### src/rtl/act_skew_feeder.sv
// Activation skew feeder: streams N vectors from the activation SRAM and delays
// lane i by i cycles so the systolic array sees a diagonal wavefront.
module act_skew_feeder #(
  parameter int ARR_SIZE = 4,
  parameter int DATA_W   = 8,
  parameter int ADDR_W   = 8
) (
  input  logic                       clk,
  input  logic                       reset,
  input  logic                       start,
  input  logic [ADDR_W-1:0]          base_addr,
  input  logic [ADDR_W-1:0]          num_rows,
  output logic                       mem_rd_en,
  output logic [ADDR_W-1:0]          mem_addr,
  input  logic [ARR_SIZE*DATA_W-1:0] mem_rd_data,
  output logic [ARR_SIZE*DATA_W-1:0] data_out,
  output logic [ARR_SIZE-1:0]        active_out,
  output logic                       busy,
  output logic                       done,
  output logic [1:0]                 dbg_state
);

  // Handshake: start is a one-cycle command with no ready; it is honoured only
  // while idle (busy=0). SRAM data is valid exactly one cycle after mem_rd_en.
  typedef enum logic [1:0] {
    S_IDLE  = 2'd0,
    S_READ  = 2'd1,
    S_DRAIN = 2'd2,
    S_FIN   = 2'd3
  } state_t;

  // DRAIN lasts ARR_SIZE+1 cycles: one for stage 0, ARR_SIZE-1 for the deepest lane,
  // one more so the last lane's final beat is visible before FIN.
  localparam int DRN_W = $clog2(ARR_SIZE + 2);
  localparam logic [DRN_W-1:0] DRAIN_LAST = DRN_W'(ARR_SIZE);

  state_t              state_q, state_d;
  logic [ADDR_W-1:0]   base_q, base_d;
  logic [ADDR_W-1:0]   num_q, num_d;
  logic [ADDR_W-1:0]   rd_cnt_q, rd_cnt_d;
  logic [DRN_W-1:0]    drain_cnt_q, drain_cnt_d;

  logic                       rd_pend_q, rd_pend_d;
  logic [ARR_SIZE*DATA_W-1:0] stage0_q, stage0_d;
  logic                       stage0_vld_q, stage0_vld_d;

  always_ff @(posedge clk or posedge reset) begin
    if (reset) begin
      state_q     <= S_IDLE;
      base_q      <= '0;
      num_q       <= '0;
      rd_cnt_q    <= '0;
      drain_cnt_q <= '0;
    end else begin
      state_q     <= state_d;
      base_q      <= base_d;
      num_q       <= num_d;
      rd_cnt_q    <= rd_cnt_d;
      drain_cnt_q <= drain_cnt_d;
    end
  end

  always_comb begin
    state_d     = state_q;
    base_d      = base_q;
    num_d       = num_q;
    rd_cnt_d    = rd_cnt_q;
    drain_cnt_d = drain_cnt_q;
    mem_rd_en   = 1'b0;
    mem_addr    = '0;
    busy        = 1'b1;
    done        = 1'b0;
    case (state_q)
      S_IDLE: begin
        busy        = 1'b0;
        rd_cnt_d    = '0;
        drain_cnt_d = '0;
        if (start) begin
          base_d  = base_addr;
          num_d   = num_rows;
          state_d = (num_rows == '0) ? S_FIN : S_READ;
        end
      end
      S_READ: begin
        mem_rd_en = 1'b1;
        mem_addr  = base_q + rd_cnt_q;
        rd_cnt_d  = rd_cnt_q + ADDR_W'(1);
        if (rd_cnt_q == num_q - ADDR_W'(1)) begin
          state_d = S_DRAIN;
        end
      end
      S_DRAIN: begin
        drain_cnt_d = drain_cnt_q + DRN_W'(1);
        if (drain_cnt_q == DRAIN_LAST) begin
          state_d = S_FIN;
        end
      end
      S_FIN: begin
        done    = 1'b1;
        state_d = S_IDLE;
      end
      default: begin
        state_d = S_IDLE;
      end
    endcase
  end

  assign dbg_state = state_q;

  // Stage 0 captures the SRAM word; non-valid beats are zeroed here so every
  // downstream lane register carries zero fill for free.
  always_comb begin
    rd_pend_d    = mem_rd_en;
    stage0_vld_d = rd_pend_q;
    stage0_d     = rd_pend_q ? mem_rd_data : '0;
  end

  always_ff @(posedge clk or posedge reset) begin
    if (reset) begin
      rd_pend_q    <= 1'b0;
      stage0_vld_q <= 1'b0;
      stage0_q     <= '0;
    end else begin
      rd_pend_q    <= rd_pend_d;
      stage0_vld_q <= stage0_vld_d;
      stage0_q     <= stage0_d;
    end
  end

  for (genvar i = 0; i < ARR_SIZE; i++) begin : g_lane
    if (i == 0) begin : g_direct
      assign data_out[0 +: DATA_W] = stage0_q[0 +: DATA_W];
      assign active_out[0]         = stage0_vld_q;
    end else begin : g_skew
      // Each entry is {valid, data}; entry i-1 is the lane output.
      logic [DATA_W:0] pipe_q [i];
      logic [DATA_W:0] pipe_d [i];

      always_comb begin
        pipe_d[0] = {stage0_vld_q, stage0_q[i*DATA_W +: DATA_W]};
        for (int k = 1; k < i; k++) begin
          pipe_d[k] = pipe_q[k-1];
        end
      end

      always_ff @(posedge clk or posedge reset) begin
        if (reset) begin
          for (int k = 0; k < i; k++) begin
            pipe_q[k] <= '0;
          end
        end else begin
          for (int k = 0; k < i; k++) begin
            pipe_q[k] <= pipe_d[k];
          end
        end
      end

      assign data_out[i*DATA_W +: DATA_W] = pipe_q[i-1][DATA_W-1:0];
      assign active_out[i]                = pipe_q[i-1][DATA_W];
    end
  end

endmodule

### config.mk
export PLATFORM = sky130hd
export DESIGN_NAME = act_skew_feeder
export DESIGN_NICKNAME = d
export VERILOG_FILES = /design/src/rtl/act_skew_feeder.sv
export SDC_FILE = /design/constraint.sdc
export NUM_CORES = 1
export LEC_CHECK = 0
export CAP_MARGIN = 40
export CORE_MARGIN = 3
export CORE_UTILIZATION = 46
export CTS_CLUSTER_DIAMETER = 50
export CTS_CLUSTER_SIZE = 8
export DETAILED_ROUTE_END_ITERATION = 16
export PLACE_DENSITY = 0.74
export SYNTH_ARGS = -nofsm -noshare
export SYNTH_HDL_FRONTEND = slang
export SYNTH_SLANG_ARGS = --single-unit
### constraint.sdc
create_clock -name clk -period 8.24 [get_ports clk]
set_clock_uncertainty 0.2 [all_clocks]
set_input_delay 1.648 -clock clk [delete_from_list [all_inputs] [get_ports clk]]
set_output_delay 1.648 -clock clk [all_outputs]
set_load 0.1 [all_outputs]
# Word level (Yosys, flattened, before mapping)
# Index checks and enable logic that the tools add are counted.
# W data, S select, Z words.
# word_totals
in_bits	51
out_inout_bits	49
word_cells	44
regBits	117
# op_classes
n_eq_ne	8
mux	12
n_addsub	4
reduce_logical	6
# op_table
op	count
$mux W32	1
$pmux W8 S2	1
$add A8 B1 Y8 const B	1
$add A8 B8 Y8	1
$eq A8 B8 Y1	1
$logic_not A8 Y1	1
$mux W2	4
$mux W8	1
$pmux W2 S4	1
$sub A8 B1 Y8 const B	1
$ne A2 B2 Y1 const B	3
$pmux W3 S2	1
$eq A2 B2 Y1 const B	2
$reduce_bool A2 Y1	2
$add A3 B1 Y3 const B	1
$eq A3 B3 Y1 const B	1
$mux W1	3
$reduce_and A3 Y1	1
$eq A2 B1 Y1 const B	1
$logic_not A2 Y1	1
$reduce_and A2 Y1	1

# Depth between registers and ports, before layout
# logic_depth
depth_word	4
ltp_mapped	8
depth_no_buf	8

# Worst setup path before layout
# OpenSTA, ideal clock, no wires.
# synth_timing
path_type	register to output
start	register state_q[0] (netlist: dbg_state[0])
end	output port mem_addr[0]
stages_incl_launch_ff	5
t_arrival_ps	3310
required_ps	6392
path_slack_ps	3082
path_buffers	2
cell_sequence	dfrtp_1 ha_1 clkbuf_1 clkbuf_1 and2_1
# synth_between
elab_chain_len	2
# synth_lines
item	line	source
start: declaration	37	state_t state_q, state_d;
start signal: assignment	55	state_q <= state_d;
$eq A2 B1 Y1	73	case (state_q)
$mux W8	73	
end: declaration	14	output logic [ADDR_W-1:0] mem_addr,
# No other way between the ends.

# Final worst setup path
# layout_timing
start	register rd_cnt_q[0]
end	output port mem_addr[6]
# layout_between
elab_chain_len	2
# layout_lines
item	line	source
start: declaration	40	logic [ADDR_W-1:0] rd_cnt_q, rd_cnt_d;
start signal: assignment	58	rd_cnt_q <= rd_cnt_d;
$add A8 B8 Y8	86	mem_addr = base_q + rd_cnt_q;
$mux W8	73	
# No other way between the ends.

==> flow_results.xml <==
<?xml version="1.0" encoding="UTF-8"?>
<metrics>
  <group name="logic_synthesis">
    <metric name="post_synth.cell_area_avg" unit="um^2">13.8</metric>
    <metric name="post_syn_nets" unit="">381</metric>
    <metric name="synth-seq-area-share" unit="">0.658</metric>
    <metric name="mappedNetlistArea" unit="um^2">4340</metric>
    <metric name="postSynth.topFlopCell" unit="">sky130_fd_sc_hd__dfrtp_1</metric>
    <metric name="synth_seq_cells" unit="">114</metric>
    <metric name="count_of_flip_flops_with_a_built_in_enable_after_synthesis" unit="">0</metric>
    <metric name="netlist-cell-type-count" unit="">42</metric>
    <metric name="asyncSetResetFlopFracSynth" unit="">1.00</metric>
    <metric name="syn-instance-count" unit="">314</metric>
    <metric name="yosys_warnings" unit="">0</metric>
  </group>
  <group name="route">
    <metric name="drt_first_iter_violations" unit="">90</metric>
    <metric name="finalWirelength" unit="um">9280</metric>
    <metric name="post-route-drc-count" unit="">0</metric>
    <metric name="drt_pass1_iterations" unit="">6</metric>
    <metric name="wl_per_cell" unit="um">15.9</metric>
    <metric name="postRouteAntennaNets" unit="">0</metric>
    <metric name="viasPerCell" unit="">4.85</metric>
    <metric name="num_vias" unit="">2832</metric>
  </group>
  <group name="place">
    <metric name="dpl.cell_count" unit="">552</metric>
    <metric name="detailedPlacementHpwl" unit="um">6330</metric>
    <metric name="placement.io_buffers" unit="">99</metric>
    <metric name="gp_routability_congestion" unit="">0.851</metric>
    <metric name="post-place-ws" unit="ps">3670</metric>
  </group>
  <group name="layout">
    <metric name="multi_input_gate_area" unit="um^2">1330</metric>
    <metric name="final_cell_count_no_fill" unit="">584</metric>
    <metric name="layout.cells.most_common" unit="">sky130_fd_sc_hd__dfrtp_1</metric>
    <metric name="finish.net_count" unit="">530</metric>
    <metric name="antennaDiodeCount" unit="">0</metric>
    <metric name="final_cell_mix" unit="">sky130_fd_sc_hd__dfrtp_1, sky130_fd_sc_hd__clkdlybuf4s50_1, sky130_fd_sc_hd__and2_1, sky130_fd_sc_hd__buf_8, sky130_fd_sc_hd__mux2_2</metric>
    <metric name="area_delta_synth_final" unit="%">56.4</metric>
    <metric name="nFillCells" unit="">549</metric>
    <metric name="seq_area" unit="um^2">2850</metric>
    <metric name="drive_gt1_frac" unit="">0.225</metric>
  </group>
  <group name="setup_path">
    <metric name="path_common_cell" unit="">sky130_fd_sc_hd__a21oi_1</metric>
    <metric name="cp_cell_sequence" unit="">ha_1 -&gt; fa_1 -&gt; a21o_1 -&gt; a21oi_1 -&gt; o21bai_1 -&gt; a21oi_1 -&gt; xnor2_1 -&gt; and2_1 -&gt; clkdlybuf4s50_1 -&gt; buf_8</metric>
    <metric name="delay_heaviest_family_cp" unit="">buffers and inverters</metric>
    <metric name="worstSetupPathType" unit="">register to output port</metric>
    <metric name="timing.critical_path.required" unit="ps">6390</metric>
    <metric name="setup.reg_to_reg.worst_slack" unit="ps">5830</metric>
    <metric name="worst_path_max_delay_cell" unit="">sky130_fd_sc_hd__clkdlybuf4s50_1</metric>
    <metric name="critical_path.endpoint_type" unit="">output port</metric>
    <metric name="slowest_delay" unit="ps">510</metric>
    <metric name="crit_fanout" unit="">6</metric>
    <metric name="crit_path_start_kind" unit="">register</metric>
    <metric name="wp_buf_inv" unit="">2</metric>
    <metric name="arrival" unit="ps">3270</metric>
  </group>
  <group name="die">
    <metric name="chipWidth" unit="um">103</metric>
    <metric name="boundaryPins" unit="">100</metric>
    <metric name="rows" unit="">34</metric>
    <metric name="die_area" unit="um^2">10600</metric>
    <metric name="floorplan.initialDensity" unit="">0.485</metric>
    <metric name="floorplan.core_area" unit="um^2">8930</metric>
    <metric name="fp.dieH" unit="um">103</metric>
  </group>
  <group name="clock_network">
    <metric name="worstSkewPairLatency" unit="ps">510</metric>
    <metric name="cts_tree" unit="">done</metric>
    <metric name="max-clock-path-buffers" unit="">2</metric>
    <metric name="post-cts-setup-buffer-count" unit="">0</metric>
    <metric name="tritoncts_buffers" unit="">17</metric>
    <metric name="clk_pin_slew" unit="ps">60</metric>
    <metric name="number_of_hold_buffers_added_after_cts" unit="">0</metric>
    <metric name="cts-htree-levels" unit="">4</metric>
    <metric name="clock_sinks" unit="">114</metric>
    <metric name="clock-root-buffer" unit="">sky130_fd_sc_hd__clkbuf_8</metric>
    <metric name="cts.repair.resized" unit="">0</metric>
  </group>
  <group name="job">
    <metric name="drv_cap" unit="">0</metric>
  </group>
  <group name="timing">
    <metric name="setup_repair_after_global_routing_missed_its_margin" unit="">no</metric>
    <metric name="timing.setup.tns" unit="ps">0</metric>
    <metric name="finalSetupViolCount" unit="">0</metric>
    <metric name="slew_at_the_pin_closest_to_its_max_slew_limit" unit="ps">799</metric>
    <metric name="max-slew-margin-rel" unit="">0.467</metric>
    <metric name="period_share" unit="">0.621</metric>
    <metric name="max_clock_freq" unit="MHz">195</metric>
    <metric name="slew_viols_final" unit="">0</metric>
    <metric name="worst_slack" unit="ps">3120</metric>
    <metric name="worst_hold_slack" unit="ps">143</metric>
    <metric name="hold_viol_final" unit="">0</metric>
    <metric name="min_clock_period_post_route" unit="ps">5120</metric>
  </group>
  <group name="power">
    <metric name="max_rail_drop_vdd" unit="mV">0.227</metric>
    <metric name="leakage" unit="nW">3.16</metric>
    <metric name="cellPowerDensity" unit="nW/um^2">431</metric>
    <metric name="p_total" unit="mW">2.92</metric>
  </group>
  <group name="status">
    <metric name="run_status" unit="">complete, no violations</metric>
  </group>
  <group name="grt">
    <metric name="groute.usage.overall" unit="">0.199</metric>
    <metric name="grt_overflow" unit="">0</metric>
    <metric name="maximum_number_of_pins_on_one_net_before_global_route_repair" unit="">66</metric>
    <metric name="grt_pass1_wl" unit="um">15500</metric>
    <metric name="via_count_of_the_first_global_routing_pass" unit="">3183</metric>
    <metric name="initial_antenna_violation_count" unit="">0</metric>
  </group>
  <group name="hold_path">
    <metric name="worstHoldPathType" unit="">register to register</metric>
  </group>
</metrics>
Yosys cell counts, types with 2 or more instances:
master	number	area, um^2
sky130_fd_sc_hd__a21o_1	2	15.0
sky130_fd_sc_hd__a21oi_1	9	45.0
sky130_fd_sc_hd__and2_1	40	250
sky130_fd_sc_hd__buf_4	11	82.6
sky130_fd_sc_hd__clkbuf_1	8	30.0
sky130_fd_sc_hd__dfrtp_1	114	2850
sky130_fd_sc_hd__ha_1	15	188
sky130_fd_sc_hd__inv_1	12	45.0
sky130_fd_sc_hd__mux2_2	17	191
sky130_fd_sc_hd__mux2i_1	2	20.0
sky130_fd_sc_hd__nand2_1	11	41.3
sky130_fd_sc_hd__nand2b_1	7	43.8
sky130_fd_sc_hd__nand3_1	5	25.0
sky130_fd_sc_hd__nand4_1	2	12.5
sky130_fd_sc_hd__nor2_1	5	18.8
sky130_fd_sc_hd__nor3_1	2	10.0
sky130_fd_sc_hd__nor4_1	2	12.5
sky130_fd_sc_hd__o211ai_1	3	22.5
sky130_fd_sc_hd__o21ai_0	6	30.0
sky130_fd_sc_hd__o31ai_1	3	22.5
sky130_fd_sc_hd__xnor2_1	9	78.8
sky130_fd_sc_hd__xor2_1	9	78.8
power by group:
part | internal [mW] | total, mW | switching [mW]
Sequential | 0.722 | 0.837 | 0.115
Combinational | 0.572 | 1.44 | 0.867
Clock | 0.381 | 0.643 | 0.263
Total | 1.67 | 2.92 | 1.24
worst register-to-register path, stage by stage, from the launching register on:
cell                        delay (ps)
sky130_fd_sc_hd__dfrtp_1           450
sky130_fd_sc_hd__or4_4             560
sky130_fd_sc_hd__a2111oi_4         300
sky130_fd_sc_hd__nor3_2             90
sky130_fd_sc_hd__o41ai_4           460
sky130_fd_sc_hd__a21oi_1           110
sky130_fd_sc_hd__a21oi_1           170
sequential cells by signal (all words and copies together), names as in the netlist:
signal	cells
stage0_q	32
g_lane.g_skew.pipe_d	24
data_out	16
g_lane.g_skew.pipe_q	9
base_q	8
num_q	8
rd_cnt_q	8
drain_cnt_q	3
active_out	2
dbg_state	2
rd_pend_q	1
stage0_vld_q	1
routing by layer:
| metal | vias to the layer above | GRT usage | wire length (um) | share of wire |
|---|---|---|---|---|
| li1 | 1337 | - | - | - |
| met1 | 1427 | 0.214 | 3560 | 0.38 |
| met2 | 60 | 0.363 | 5270 | 0.57 |
| met3 | 8 | 0.0575 | 328 | 0.035 |
| met4 | 0 | 0.0817 | 117 | 0.013 |
| met5 | - | 0 | 0 | 0 |
through the flow:
step	utilization	area, um^2
final	0.759	6780
after global routing	0.759	6780
after CTS	0.759	6780
after detailed placement	0.699	6240
after global placement	0.600	5360
after floorplan	-	4340
logic make-up after synthesis:
family | synth area share
buf+inv | 0.0364
mux | 0.0488
xor+xnor | 0.0364
flops | 0.658
compound gates | 0.0595
fa+ha+maj | 0.0479
simple gates | 0.113
worst paths after layout:
kind	startpoint	end	depth (start not counted)
max	rd_cnt_q[0]	mem_addr[6]	10
min	g_lane[3].g_skew.pipe_d[13]	g_lane[3].g_skew.pipe_d[4]	0
max reg2reg	num_q[0]	dbg_state[0]	6
min reg2reg	g_lane[3].g_skew.pipe_d[13]	g_lane[3].g_skew.pipe_d[4]	0
max in group asynchronous	reset	rd_cnt_q[2]	3
min in group asynchronous	reset	stage0_q[1]	2
area by class of cell:
class / count / area share
Sequential cell: 114 / 0.421
Timing Repair Buffer: 149 / 0.278
Multi-Input combinational cell: 169 / 0.195
Clock buffer: 19 / 0.0637
Tap cell: 108 / 0.0199
Clock inverter: 13 / 0.0151
Inverter: 12 / 0.00701
Power figures use the tool's default switching activity.
